--- config.mk ---
export PLATFORM = sky130hd
export DESIGN_NAME = multicycle_controller
export DESIGN_NICKNAME = d
export VERILOG_FILES = /design/src/rtl/multicycle_controller.sv
export SDC_FILE = /design/constraint.sdc
export NUM_CORES = 1
export LEC_CHECK = 0
export ABC_AREA = 1
export CAP_MARGIN = 20
export CELL_PAD_IN_SITES_DETAIL_PLACEMENT = 0
export CELL_PAD_IN_SITES_GLOBAL_PLACEMENT = 1
export CORE_ASPECT_RATIO = 1.4
export CORE_UTILIZATION = 32
export CTS_CLUSTER_SIZE = 24
export DETAILED_ROUTE_END_ITERATION = 12
export GPL_ROUTABILITY_DRIVEN = 0
export GPL_TIMING_DRIVEN = 0
export PLACE_DENSITY_LB_ADDON = 0.08
export SLEW_MARGIN = 40
export SYNTH_ARGS = -nofsm -noshare
export SYNTH_HDL_FRONTEND = slang
export SYNTH_SLANG_ARGS = --single-unit
--- constraint.sdc ---
create_clock -name clk -period 2.2 [get_ports clk]
set_input_delay 0.66 -clock clk [delete_from_list [all_inputs] [get_ports clk]]
set_output_delay 0.66 -clock clk [all_outputs]
set_load 0.01 [all_outputs]
--- src/rtl/multicycle_controller.sv ---
// rtl/multicycle_controller.sv - multicycle fetch/decode/exec/mem/wb sequencer with shared memory port
module multicycle_controller #(
  parameter int CNT_W = 16
) (
  input  logic             clk,
  input  logic             rst,
  input  logic [3:0]       opcode,
  input  logic [2:0]       func,
  input  logic             equal,
  input  logic             mem_ready,
  output logic             mem_req,
  output logic             mem_we,
  output logic             iord,
  output logic             ir_write,
  output logic             pc_write,
  output logic [1:0]       pc_src,
  output logic             alu_src_b,
  output logic [3:0]       alu_control,
  output logic             reg_write,
  output logic             reg_dst,
  output logic             mem_to_reg,
  output logic             instr_done,
  output logic             illegal,
  output logic [2:0]       state,
  output logic [CNT_W-1:0] retired_cnt,
  output logic [CNT_W-1:0] stall_cnt
);

  typedef enum logic [2:0] {
    S_RESET  = 3'd0,
    S_FETCH  = 3'd1,
    S_DECODE = 3'd2,
    S_EXEC   = 3'd3,
    S_MEMACC = 3'd4,
    S_WB     = 3'd5,
    S_TRAP   = 3'd6
  } state_t;

  localparam logic [3:0] OP_RTYPE = 4'b0000;
  localparam logic [3:0] OP_ADDI  = 4'b0001;
  localparam logic [3:0] OP_SUBI  = 4'b0010;
  localparam logic [3:0] OP_ANDI  = 4'b0011;
  localparam logic [3:0] OP_ORI   = 4'b0100;
  localparam logic [3:0] OP_LHW   = 4'b0111;
  localparam logic [3:0] OP_SHW   = 4'b1000;
  localparam logic [3:0] OP_BEQ   = 4'b1001;
  localparam logic [3:0] OP_BNE   = 4'b1010;
  localparam logic [3:0] OP_J     = 4'b1111;

  state_t     state_q, state_d;
  logic       bad_op;
  logic [3:0] alu_op;

  assign state = state_q;

  always_comb begin
    bad_op = 1'b0;
    case (opcode)
      4'b0101, 4'b0110, 4'b1011, 4'b1100, 4'b1101, 4'b1110: bad_op = 1'b1;
      OP_RTYPE: bad_op = (func == 3'b111);
      default:  bad_op = 1'b0;
    endcase
  end

  always_comb begin
    alu_op = 4'd0;
    case (opcode)
      OP_RTYPE: alu_op = {1'b0, func};
      OP_SUBI, OP_BEQ, OP_BNE: alu_op = 4'd1;
      OP_ANDI: alu_op = 4'd2;
      OP_ORI:  alu_op = 4'd3;
      default: alu_op = 4'd0;
    endcase
  end

  always_ff @(posedge clk or negedge rst) begin
    if (!rst) state_q <= S_RESET;
    else      state_q <= state_d;
  end

  always_comb begin
    state_d     = state_q;
    mem_req     = 1'b0;
    mem_we      = 1'b0;
    iord        = 1'b0;
    ir_write    = 1'b0;
    pc_write    = 1'b0;
    pc_src      = 2'd0;
    alu_src_b   = 1'b0;
    alu_control = 4'd0;
    reg_write   = 1'b0;
    reg_dst     = 1'b0;
    mem_to_reg  = 1'b0;
    instr_done  = 1'b0;
    illegal     = 1'b0;
    case (state_q)
      S_RESET: state_d = S_FETCH;
      S_FETCH: begin
        mem_req = 1'b1;
        if (mem_ready) begin
          ir_write = 1'b1;
          pc_write = 1'b1;
          state_d  = S_DECODE;
        end
      end
      S_DECODE: begin
        if (opcode == OP_J) begin
          pc_write   = 1'b1;
          pc_src     = 2'd2;
          instr_done = 1'b1;
          state_d    = S_FETCH;
        end else if (bad_op) begin
          state_d = S_TRAP;
        end else begin
          state_d = S_EXEC;
        end
      end
      S_EXEC: begin
        alu_control = alu_op;
        case (opcode)
          OP_RTYPE: state_d = S_WB;
          OP_ADDI, OP_SUBI, OP_ANDI, OP_ORI: begin
            alu_src_b = 1'b1;
            state_d   = S_WB;
          end
          OP_LHW, OP_SHW: begin
            alu_src_b = 1'b1;
            state_d   = S_MEMACC;
          end
          default: begin
            // only branches reach EXEC otherwise
            if ((opcode == OP_BEQ) == equal) begin
              pc_write = 1'b1;
              pc_src   = 2'd1;
            end
            instr_done = 1'b1;
            state_d    = S_FETCH;
          end
        endcase
      end
      S_MEMACC: begin
        alu_control = alu_op;
        mem_req     = 1'b1;
        iord        = 1'b1;
        mem_we      = (opcode == OP_SHW);
        if (mem_ready) begin
          if (opcode == OP_SHW) begin
            instr_done = 1'b1;
            state_d    = S_FETCH;
          end else begin
            state_d = S_WB;
          end
        end
      end
      S_WB: begin
        reg_write  = 1'b1;
        reg_dst    = (opcode == OP_RTYPE);
        mem_to_reg = (opcode == OP_LHW);
        instr_done = 1'b1;
        state_d    = S_FETCH;
      end
      S_TRAP:  illegal = 1'b1;
      default: state_d = S_RESET;
    endcase
  end

  always_ff @(posedge clk or negedge rst) begin
    if (!rst) begin
      retired_cnt <= '0;
      stall_cnt   <= '0;
    end else begin
      if (instr_done) retired_cnt <= retired_cnt + 1'b1;
      if (mem_req && !mem_ready && (stall_cnt != '1)) stall_cnt <= stall_cnt + 1'b1;
    end
  end

endmodule

==> report_table.html, run 1 <==
<table>
<tr><th>Metric</th><th>Value</th></tr>
<tr><th colspan="2">Synth</th></tr>
<tr><td>Mean post-synth cell area</td><td>7.052 um^2</td></tr>
<tr><td>Proportion of synthesized flip-flops having asynchronous set or reset</td><td>100.0%</td></tr>
<tr><td>Top-area cell type share of the netlist area</td><td>34.50%</td></tr>
<tr><td>Number of different library cells in the post-synthesis netlist</td><td>33</td></tr>
<tr><td>FF+latch count, synth</td><td>35</td></tr>
<tr><td>Cell accounting for the most synthesized area</td><td>sky130_fd_sc_hd__dfrtp_1</td></tr>
<tr><td>Post-synthesis net count</td><td>375</td></tr>
<tr><td>Count of mapped cells out of synthesis</td><td>360</td></tr>
<tr><td>Total of warnings raised by yosys</td><td>0</td></tr>
<tr><td>Share of synthesized area occupied by flip-flops and latches</td><td>34.50%</td></tr>
<tr><td>Post-Synthesis Cell Area</td><td>0.002539 mm^2</td></tr>
<tr><td>Top cell types by occurrence after synthesis</td><td>sky130_fd_sc_hd__nand2_1 (116), sky130_fd_sc_hd__nand3_1 (39), sky130_fd_sc_hd__nor2_1 (39), sky130_fd_sc_hd__dfrtp_1 (35), sky130_fd_sc_hd__inv_1 (30)</td></tr>
<tr><td>Number of enable-type register cells in the synthesized netlist</td><td>0</td></tr>
<tr><td>Most common cell in the netlist</td><td>sky130_fd_sc_hd__nand2_1</td></tr>
<tr><td>Primary flip-flop cell chosen by synthesis mapping</td><td>sky130_fd_sc_hd__dfrtp_1</td></tr>
<tr><td>Most area-consuming cells after synthesis</td><td>sky130_fd_sc_hd__dfrtp_1 (34%), sky130_fd_sc_hd__nand2_1 (17%), sky130_fd_sc_hd__nand3_1 (7.7%), sky130_fd_sc_hd__nor2_1 (5.8%), sky130_fd_sc_hd__xnor2_1 (5.5%)</td></tr>
<tr><th colspan="2">Clock tree</th></tr>
<tr><td>CTS max path bufs</td><td>2</td></tr>
<tr><td>Total clock buffers created by CTS</td><td>5</td></tr>
<tr><td>Clock insertion delay at the later pin of the skew report</td><td>0.29 ns</td></tr>
<tr><td>TritonCTS clock tree</td><td>done</td></tr>
<tr><td>H-Tree Depth</td><td>2</td></tr>
<tr><td>CTS Root Cell</td><td>sky130_fd_sc_hd__clkbuf_8</td></tr>
<tr><td>Clock transition at path regs</td><td>0.07 ns</td></tr>
<tr><td>Clock Sink Count</td><td>35</td></tr>
<tr><th colspan="2">Floorplan</th></tr>
<tr><td>Initial Util</td><td>32.96%</td></tr>
<tr><td>Core Region</td><td>0.007702 mm^2</td></tr>
<tr><td>Number of placed I/O pins</td><td>63</td></tr>
<tr><td>Die Footprint</td><td>0.008299 mm^2</td></tr>
<tr><td>Die extent in y</td><td>107.4 um</td></tr>
<tr><td>Width of the die</td><td>77.28 um</td></tr>
<tr><td>Standard-cell rows</td><td>38</td></tr>
<tr><th colspan="2">Cells and area</th></tr>
<tr><td>Number of nets in the layout</td><td>463</td></tr>
<tr><td>Cell area after layout</td><td>0.003635 mm^2</td></tr>
<tr><td>Growth of design area from synthesis to finish</td><td>43.17%</td></tr>
<tr><td>Number of standard cells in the layout, taps in and fillers out</td><td>548</td></tr>
<tr><td>Layout cells sized above 1</td><td>23.66%</td></tr>
<tr><td>Antenna diode count</td><td>0</td></tr>
<tr><th colspan="2">Worst setup path</th></tr>
<tr><td>Biggest cell delay along the critical path</td><td>0.16 ns</td></tr>
<tr><td>Data arrival time of the worst path</td><td>1.61 ns</td></tr>
<tr><td>Crit Path Category</td><td>input pin to output pin</td></tr>
<tr><td>Cell type of the slowest stage on the worst timing path</td><td>sky130_fd_sc_hd__nor2_4</td></tr>
<tr><td>Worst setup SP type</td><td>input pin</td></tr>
<tr><td>Buffers plus inverters on the worst setup path</td><td>3</td></tr>
<tr><td>Series of cell instances along the critical path</td><td>buf_12 &gt; clkinv_8 &gt; nor2_4 &gt; nand3_2 &gt; xor2_2 &gt; nand3_2 &gt; a21boi_2 &gt; buf_2</td></tr>
<tr><td>Critical Path RT</td><td>1.54 ns</td></tr>
<tr><td>Element type at the critical path end</td><td>output pin</td></tr>
<tr><td>Largest delay contributor family on the critical path</td><td>simple AND/OR/NAND/NOR gates</td></tr>
<tr><td>Highest fanout seen on the critical path</td><td>5</td></tr>
<tr><td>CP dominant cell by count</td><td>sky130_fd_sc_hd__nand3_2</td></tr>
<tr><th colspan="2">Power</th></tr>
<tr><td>PwrDens</td><td>847.3 mW/mm^2</td></tr>
<tr><td>Leak</td><td>0.001730 uW</td></tr>
<tr><td>Clock network power share</td><td>15.8%</td></tr>
<tr><td>Switching pwr</td><td>1320 uW</td></tr>
<tr><td>Combinational group share of total power</td><td>53.0%</td></tr>
<tr><td>Switching power share of the total</td><td>42.88%</td></tr>
<tr><td>Maximum vdd ir drop</td><td>0.3291 mV</td></tr>
<tr><td>Seq pwr share</td><td>31.2%</td></tr>
<tr><td>Int Pwr</td><td>1759 uW</td></tr>
<tr><th colspan="2">Route</th></tr>
<tr><td>Average wire per standard cell</td><td>12.82 um</td></tr>
<tr><td>Vias per cell</td><td>4.630</td></tr>
<tr><td>First-pass iteration count of the detailed router</td><td>4</td></tr>
<tr><td>Number of design-rule violations left by the first detailed-router iteration</td><td>77</td></tr>
<tr><td>WL met1</td><td>2906 um</td></tr>
<tr><td>Post-route ant nets</td><td>0</td></tr>
<tr><td>Met2 wire length</td><td>3732 um</td></tr>
<tr><td>Total length of routed wires</td><td>7023 um</td></tr>
<tr><td>Routed wl met3</td><td>209 um</td></tr>
<tr><td>Vias post-DR</td><td>2537</td></tr>
<tr><td>DRC violation count after routing</td><td>0</td></tr>
<tr><td>Uppermost routed layer</td><td>met4</td></tr>
<tr><th colspan="2">Run status</th></tr>
<tr><td>Violated checks</td><td>negative setup slack</td></tr>
<tr><td>Status</td><td>complete, but fails checks</td></tr>
<tr><th colspan="2">Placement</th></tr>
<tr><td>IO Port Bufs</td><td>61</td></tr>
<tr><td>Dpl cell area</td><td>0.003272 mm^2</td></tr>
<tr><td>Placed wire-length estimate</td><td>5003 um</td></tr>
<tr><td>Cell total after placement</td><td>521</td></tr>
<tr><th colspan="2">Timing</th></tr>
<tr><td>Post-layout min period</td><td>2.272 ns</td></tr>
<tr><td>Max Transition Viols Final</td><td>0</td></tr>
<tr><td>Fin Clk Skew</td><td>0.009378 ns</td></tr>
<tr><td>Final WS setup</td><td>-0.07195 ns</td></tr>
<tr><td>RSZ-0062 raised after global routing</td><td>true</td></tr>
<tr><td>Share of the clock period used by the worst path after layout</td><td>103.3%</td></tr>
<tr><td>Number of setup violations in the final report</td><td>3</td></tr>
<tr><td>Hold Violations, Final</td><td>0</td></tr>
<tr><td>Fmax</td><td>440.2 MHz</td></tr>
<tr><th colspan="2">Global routing</th></tr>
<tr><td>Total global-route track usage</td><td>17.42%</td></tr>
<tr><td>Pin count of the biggest net entering global routing</td><td>36</td></tr>
<tr><td>Congestion Overflow GR</td><td>0</td></tr>
<tr><td>Number of global-route vias before repair</td><td>2428</td></tr>
<tr><td>Number of antenna violations at the first check in global routing</td><td>0</td></tr>
<tr><td>First-pass GRT wire length</td><td>11320 um</td></tr>
<tr><th colspan="2">Flow run</th></tr>
<tr><td># Max-Cap Violations</td><td>0</td></tr>
<tr><th colspan="2">Hold path</th></tr>
<tr><td>Kind of path behind the tightest hold check</td><td>input pin to asynchronous set/reset pin</td></tr>
</table>
[registers in the layout, summed over array words and instances (netlist names)]
name         count
retired_cnt     16
stall_cnt       16
state            3
[logic make-up (layout without fill, tap and decap cells)]
logic type                 count (synthesis)  count (layout)  share of synthesized area [%]
AOI/OAI and AO/OA                         21              21                          4.879
xor gates and xnor gates                  26              26                          8.970
adders and majority gates                  4               4                          1.971
buffers and inverters                     43             131                          7.688
DFF                                       35              35                          34.50
other                                      1               1                         0.1477
and+or+nand+nor                          230             230                          41.84
[through the flow]
stage / total power (uW) / setup TNS [ns] / setup slack, ns / hold slack, ns / utilization, %
6_report: 3080 / -0.1226 / -0.07195 / 0.3153 / 47.19
5_1_grt: 3292 / -0.4497 / -0.1369 / 0.3567 / 47.19
4_1_cts: 2993 / -0.3447 / -0.2118 / 0.3456 / 45.29
3_5_place_dp: 2386 / -12.76 / -1.229 / 0.5128 / 42.48
3_3_place_gp: 2384 / -30.16 / -1.232 / 0.5109 / 42.51
2_1_floorplan: 1775 / 0 / 0.02473 / 0.3644 / -
[power by group through the flow]
stage | clock [uW] | combinational, uW | sequential (uW)
final | 487 | 1630 | 960
after global routing | 536 | 1770 | 985
after CTS | 501 | 1530 | 958
after detailed placement | 0 | 1420 | 970
after global placement | 0 | 1420 | 969
after floorplan | 0 | 784 | 991
[timing repair]
action / in CTS / in global routing
setup endpoints to repair: 16 / 12
pin swaps: 14 / 13
hold buffers: 0 / 0
buffers inserted: 11 / 10
resized for setup: 94 / 30
[path summary, 6_finish.rpt]
kind	startpoint	to	slack [ns]	cells past startpoint
setup / recovery	opcode[3]	pc_write	-0.07	8
hold / removal	rst	stall_cnt[3]	0.32	1
setup reg to reg	state[2]	retired_cnt[1]	0.48	6
hold reg to reg	stall_cnt[1]	stall_cnt[1]	0.53	2
max in group asynchronous	rst	state[1]	1.53	1
min in group clk	stall_cnt[1]	stall_cnt[1]	0.53	2
[layout make-up]
cell class,instances,area (um^2)
plain buffers,6,40.04
multi-input cells,282,1597
well taps,100,125.1
flip-flops and latches,35,879.6
clock inverters,1,5.005
inverters,36,157.7
repair buffers,82,748.2
clock buffers,6,82.58
fillers,793,4068
[layout by cell type (no fill, tap or decap), drive strengths merged]
cell           count
a31oi              1
dfrtp             35
xor2              10
clkdlybuf4s15      2
nand2            133
nor2              46
dlygate4sd2        8
nand3b             1
clkinv             3
a21oi              4
o21ai             13
clkdlybuf4s50     37
nor3               6
buf               38
a21boi             2
nand4              4
xnor2             16
nand3             40
inv               34
ha                 4
dlymetal6s2s       1
o22ai              1
conb               1
clkbuf             8
[routing by layer]
| layer | track usage (%) | vias up |
|---|---|---|
| met4 | 6.873 | 0 |
| li1 | - | 1299 |
| met3 | 2.542 | 12 |
| met2 | 32.68 | 55 |
| met1 | 19.46 | 1171 |
| met5 | 0 | - |
Power figures use the tool's default switching activity.
==> inputs of run 2 (changes only) <==
--- a/config.mk
+++ b/config.mk
@@ -11,6 +11,7 @@
 export CELL_PAD_IN_SITES_GLOBAL_PLACEMENT = 1
 export CORE_ASPECT_RATIO = 1.4
 export CORE_UTILIZATION = 32
+export CTS_CLUSTER_DIAMETER = 60
 export CTS_CLUSTER_SIZE = 24
 export DETAILED_ROUTE_END_ITERATION = 12
 export GPL_ROUTABILITY_DRIVEN = 0
==> results of run 2 <==
No change in the layout: final DEF, timing and power equal those of run 1.
==> inputs of run 3 (changes only) <==
--- a/config.mk
+++ b/config.mk
@@ -10,6 +10,7 @@
 export CELL_PAD_IN_SITES_DETAIL_PLACEMENT = 0
 export CELL_PAD_IN_SITES_GLOBAL_PLACEMENT = 1
 export CORE_ASPECT_RATIO = 1.4
+export CORE_MARGIN = 3
 export CORE_UTILIZATION = 32
 export CTS_CLUSTER_DIAMETER = 60
 export CTS_CLUSTER_SIZE = 24
@@ -17,6 +18,7 @@
 export GPL_ROUTABILITY_DRIVEN = 0
 export GPL_TIMING_DRIVEN = 0
 export PLACE_DENSITY_LB_ADDON = 0.08
+export SKIP_LAST_GASP = 1
 export SLEW_MARGIN = 40
 export SYNTH_ARGS = -nofsm -noshare
 export SYNTH_HDL_FRONTEND = slang
==> report_table.html, run 3 (same netlist as run 1, synthesis figures left out) <==
<table>
<tr><th>Metric</th><th>Value</th></tr>
<tr><th colspan="2">Run status</th></tr>
<tr><td>Status</td><td>complete, but fails checks</td></tr>
<tr><td>Violated checks</td><td>negative setup slack</td></tr>
<tr><th colspan="2">Clock tree</th></tr>
<tr><td>TritonCTS clock tree</td><td>done</td></tr>
<tr><td>CTS Root Cell</td><td>sky130_fd_sc_hd__clkbuf_8</td></tr>
<tr><td>Total clock buffers created by CTS</td><td>5 (unchanged)</td></tr>
<tr><td>Hold-fix buffers at CTS</td><td>0 (unchanged)</td></tr>
<tr><td>Clock transition at path regs</td><td>0.07 ns (about the same)</td></tr>
<tr><td>Clock Sink Count</td><td>35 (unchanged)</td></tr>
<tr><td>CTS max path bufs</td><td>2 (unchanged)</td></tr>
<tr><td>H-Tree Depth</td><td>2 (unchanged)</td></tr>
<tr><td>Clock insertion delay at the later pin of the skew report</td><td>0.30 ns (about the same)</td></tr>
<tr><th colspan="2">Timing</th></tr>
<tr><td>RSZ-0062 raised after global routing</td><td>true</td></tr>
<tr><td>Max Transition Viols Final</td><td>0 (unchanged)</td></tr>
<tr><td>Final WS setup</td><td>-0.07068 ns (+0.001276 ns)</td></tr>
<tr><td>Number of setup violations in the final report</td><td>3 (unchanged)</td></tr>
<tr><td>Fmax</td><td>440.4 MHz (about the same)</td></tr>
<tr><td>Fin Clk Skew</td><td>0.008771 ns (-0.0006065 ns)</td></tr>
<tr><td>Hold Violations, Final</td><td>0 (unchanged)</td></tr>
<tr><td>Share of the clock period used by the worst path after layout</td><td>103.2% (about the same)</td></tr>
<tr><td>Post-layout min period</td><td>2.271 ns (-0.001276 ns)</td></tr>
<tr><th colspan="2">Global routing</th></tr>
<tr><td>Pin count of the biggest net entering global routing</td><td>36 (unchanged)</td></tr>
<tr><td>Number of global-route vias before repair</td><td>2584 (+6.4%)</td></tr>
<tr><td>Congestion Overflow GR</td><td>0 (unchanged)</td></tr>
<tr><td>GR Util met2</td><td>30.14% (-2.5 points)</td></tr>
<tr><td>First-pass GRT wire length</td><td>12210 um (+7.9%)</td></tr>
<tr><td>GR peak layer</td><td>met2</td></tr>
<tr><td>Number of antenna violations at the first check in global routing</td><td>0 (unchanged)</td></tr>
<tr><td>GRT met3 Usage</td><td>2.913% (+0.37 points)</td></tr>
<tr><td>Total global-route track usage</td><td>16.89% (-0.54 points)</td></tr>
<tr><td>Global routing met1 resource utilization</td><td>20.35% (+0.89 points)</td></tr>
<tr><th colspan="2">Route</th></tr>
<tr><td>Average wire per standard cell</td><td>13.16 um (+2.7%)</td></tr>
<tr><td>Total length of routed wires</td><td>7187 um (+2.3%)</td></tr>
<tr><td>DRC violation count after routing</td><td>0 (unchanged)</td></tr>
<tr><td>Vias per cell</td><td>4.692 (+1.4%)</td></tr>
<tr><td>Post-route ant nets</td><td>0 (unchanged)</td></tr>
<tr><td>Vias post-DR</td><td>2562 (+0.99%)</td></tr>
<tr><td>Number of design-rule violations left by the first detailed-router iteration</td><td>100 (+30%)</td></tr>
<tr><td>First-pass iteration count of the detailed router</td><td>4 (unchanged)</td></tr>
<tr><th colspan="2">Floorplan</th></tr>
<tr><td>Standard-cell rows</td><td>37 (-2.6%)</td></tr>
<tr><td>Core Region</td><td>0.007546 mm^2 (-2.0%)</td></tr>
<tr><td>Width of the die</td><td>81.28 um (+5.2%)</td></tr>
<tr><td>Die Footprint</td><td>0.009053 mm^2 (+9.1%)</td></tr>
<tr><td>Initial Util</td><td>33.64% (+0.68 points)</td></tr>
<tr><td>Number of placed I/O pins</td><td>63 (unchanged)</td></tr>
<tr><td>Die extent in y</td><td>111.4 um (+3.7%)</td></tr>
<tr><th colspan="2">Cells and area</th></tr>
<tr><td>Number of standard cells in the layout, taps in and fillers out</td><td>546 (-0.36%)</td></tr>
<tr><td>Cell area after layout</td><td>0.003665 mm^2 (+0.83%)</td></tr>
<tr><td>Commonest non-fill, non-tap cell in the layout</td><td>sky130_fd_sc_hd__nand2_1</td></tr>
<tr><td>Final-layout fill cell count</td><td>773 (-2.5%)</td></tr>
<tr><td>Most used cells in the layout excluding fill and tap cells</td><td>sky130_fd_sc_hd__nand2_1 (112), sky130_fd_sc_hd__clkdlybuf4s50_1 (37), sky130_fd_sc_hd__nand3_1 (34), sky130_fd_sc_hd__nor2_1 (33), sky130_fd_sc_hd__dfrtp_1 (32)</td></tr>
<tr><td>Antenna diode count</td><td>0 (unchanged)</td></tr>
<tr><td>Growth of design area from synthesis to finish</td><td>44.36%</td></tr>
<tr><td>Layout cells sized above 1</td><td>23.16% (-0.50 points)</td></tr>
<tr><td>Number of nets in the layout</td><td>463 (unchanged)</td></tr>
<tr><th colspan="2">Power</th></tr>
<tr><td>Combinational group share of total power</td><td>53.4% (+0.4 points)</td></tr>
<tr><td>Switching pwr</td><td>1348 uW (+2.1%)</td></tr>
<tr><td>Switching power share of the total</td><td>43.55% (+0.67 points)</td></tr>
<tr><td>Clock network power share</td><td>15.6% (-0.2 points)</td></tr>
<tr><td>PwrDens</td><td>844.8 mW/mm^2 (-0.29%)</td></tr>
<tr><td>Leak</td><td>0.001719 uW (-0.63%)</td></tr>
<tr><td>Int Pwr</td><td>1748 uW (-0.65%)</td></tr>
<tr><td>Maximum vdd ir drop</td><td>0.3123 mV (-5.1%)</td></tr>
<tr><td>Seq pwr share</td><td>31.0% (-0.2 points)</td></tr>
<tr><th colspan="2">Placement</th></tr>
<tr><td>Placed wire-length estimate</td><td>5201 um (+4.0%)</td></tr>
<tr><td>IO Port Bufs</td><td>61 (unchanged)</td></tr>
<tr><td>Dpl cell area</td><td>0.003268 mm^2 (-0.11%)</td></tr>
<tr><td>Post-place setup slack</td><td>-1.234 ns (-0.004740 ns)</td></tr>
<tr><td>Cell total after placement</td><td>518 (-0.58%)</td></tr>
<tr><th colspan="2">Worst setup path</th></tr>
<tr><td>Highest fanout seen on the critical path</td><td>6 (+1)</td></tr>
<tr><td>Series of cell instances along the critical path</td><td>buf_4 &gt; nor2_4 &gt; nand3_2 &gt; xor2_1 &gt; nand3_2 &gt; a21boi_2 &gt; buf_2</td></tr>
<tr><td>Buffers plus inverters on the worst setup path</td><td>2 (-1)</td></tr>
<tr><td>Biggest cell delay along the critical path</td><td>0.16 ns (about the same)</td></tr>
<tr><td>Element type at the critical path end</td><td>output pin</td></tr>
<tr><td>Data arrival time of the worst path</td><td>1.61 ns (about the same)</td></tr>
<tr><td>Cell type of the slowest stage on the worst timing path</td><td>sky130_fd_sc_hd__xor2_1</td></tr>
<tr><td>Largest delay contributor family on the critical path</td><td>simple AND/OR/NAND/NOR gates</td></tr>
<tr><td>Critical Path RT</td><td>1.54 ns (about the same)</td></tr>
<tr><td>Crit Path Category</td><td>input pin to output pin</td></tr>
<tr><td>Worst setup SP type</td><td>input pin</td></tr>
<tr><td>CP dominant cell by count</td><td>sky130_fd_sc_hd__nand3_2</td></tr>
<tr><th colspan="2">Hold path</th></tr>
<tr><td>Kind of path behind the tightest hold check</td><td>input pin to asynchronous set/reset pin</td></tr>
<tr><th colspan="2">Flow run</th></tr>
<tr><td># Max-Cap Violations</td><td>0 (unchanged)</td></tr>
</table>
## run 3: cell count changes in the layout (fill, tap and decap cells not counted), moves of 3 or more
cell and delta:
sky130_fd_sc_hd__buf_2 -3, sky130_fd_sc_hd__buf_6 +3, sky130_fd_sc_hd__dlygate4sd2_1 +3, sky130_fd_sc_hd__nand2_1 +3
sky130_fd_sc_hd__nand2_2 -3, sky130_fd_sc_hd__nor2_4 +3
## run 3: what timing repair did
action                                  in CTS  in global routing
resized for setup                           96                 30
endpoints found under the setup margin      16                 10
cloned                                       0                  0
pin swaps                                   14                 18
buffers inserted                            13                  8
## run 3: path summary, 6_finish.rpt
| check | start | endpoint | slack [ns] | cells after the start |
|---|---|---|---|---|
| min in group clk | stall_cnt[9] | stall_cnt[9] | 0.53 | 2 |
| max in group asynchronous | rst | state[1] | 1.51 | 1 |
| worst max-delay path | opcode[2] | pc_write | -0.07 | 7 |
| worst min register to register | stall_cnt[9] | stall_cnt[9] | 0.53 | 2 |
| worst max register to register | stall_cnt[0] | stall_cnt[9] | 0.52 | 9 |
| worst min-delay path | rst | stall_cnt[0] | 0.32 | 1 |
## run 3: final cells by class
class / instances / area [um^2] / area share, %
multi-input cells: 282 / 1604 / 43.77
flip-flops and latches: 35 / 879.6 / 24.00
repair buffers: 82 / 782.0 / 21.34
inverters: 36 / 152.6 / 4.165
well taps: 97 / 121.4 / 3.312
clock buffers: 6 / 72.57 / 1.980
plain buffers: 6 / 40.04 / 1.093
clock inverters: 2 / 12.51 / 0.3414
## run 3: power groups by stage
stage	registers, uW	clock network [uW]	logic (uW)
after floorplan	991	0	784
after global placement	972	0	1420
after detailed placement	969	0	1420
after CTS	960	501	1580
after global routing	985	537	1840
final	959	483	1650
## run 3: through the flow
| step | TNS [ns] | power (uW) | hold slack [ns] | util [%] |
|---|---|---|---|---|
| floorplan | 0 | 1775 | 0.3644 | - |
| global placement | -29.13 | 2390 | 0.5143 | 43.34 |
| detailed placement | -12.90 | 2389 | 0.5199 | 43.31 |
| CTS | -0.1877 | 3045 | 0.3374 | 46.53 |
| global route | -0.5953 | 3363 | 0.3548 | 48.57 |
| finish | -0.1372 | 3096 | 0.3232 | 48.57 |
## run 3: layer usage
layer / wire length [um] / part of all wire, %
met2: 3810 / 53
met4: 99 / 1.4
met1: 2996 / 42
met5: 0 / 0
met3: 281 / 3.9
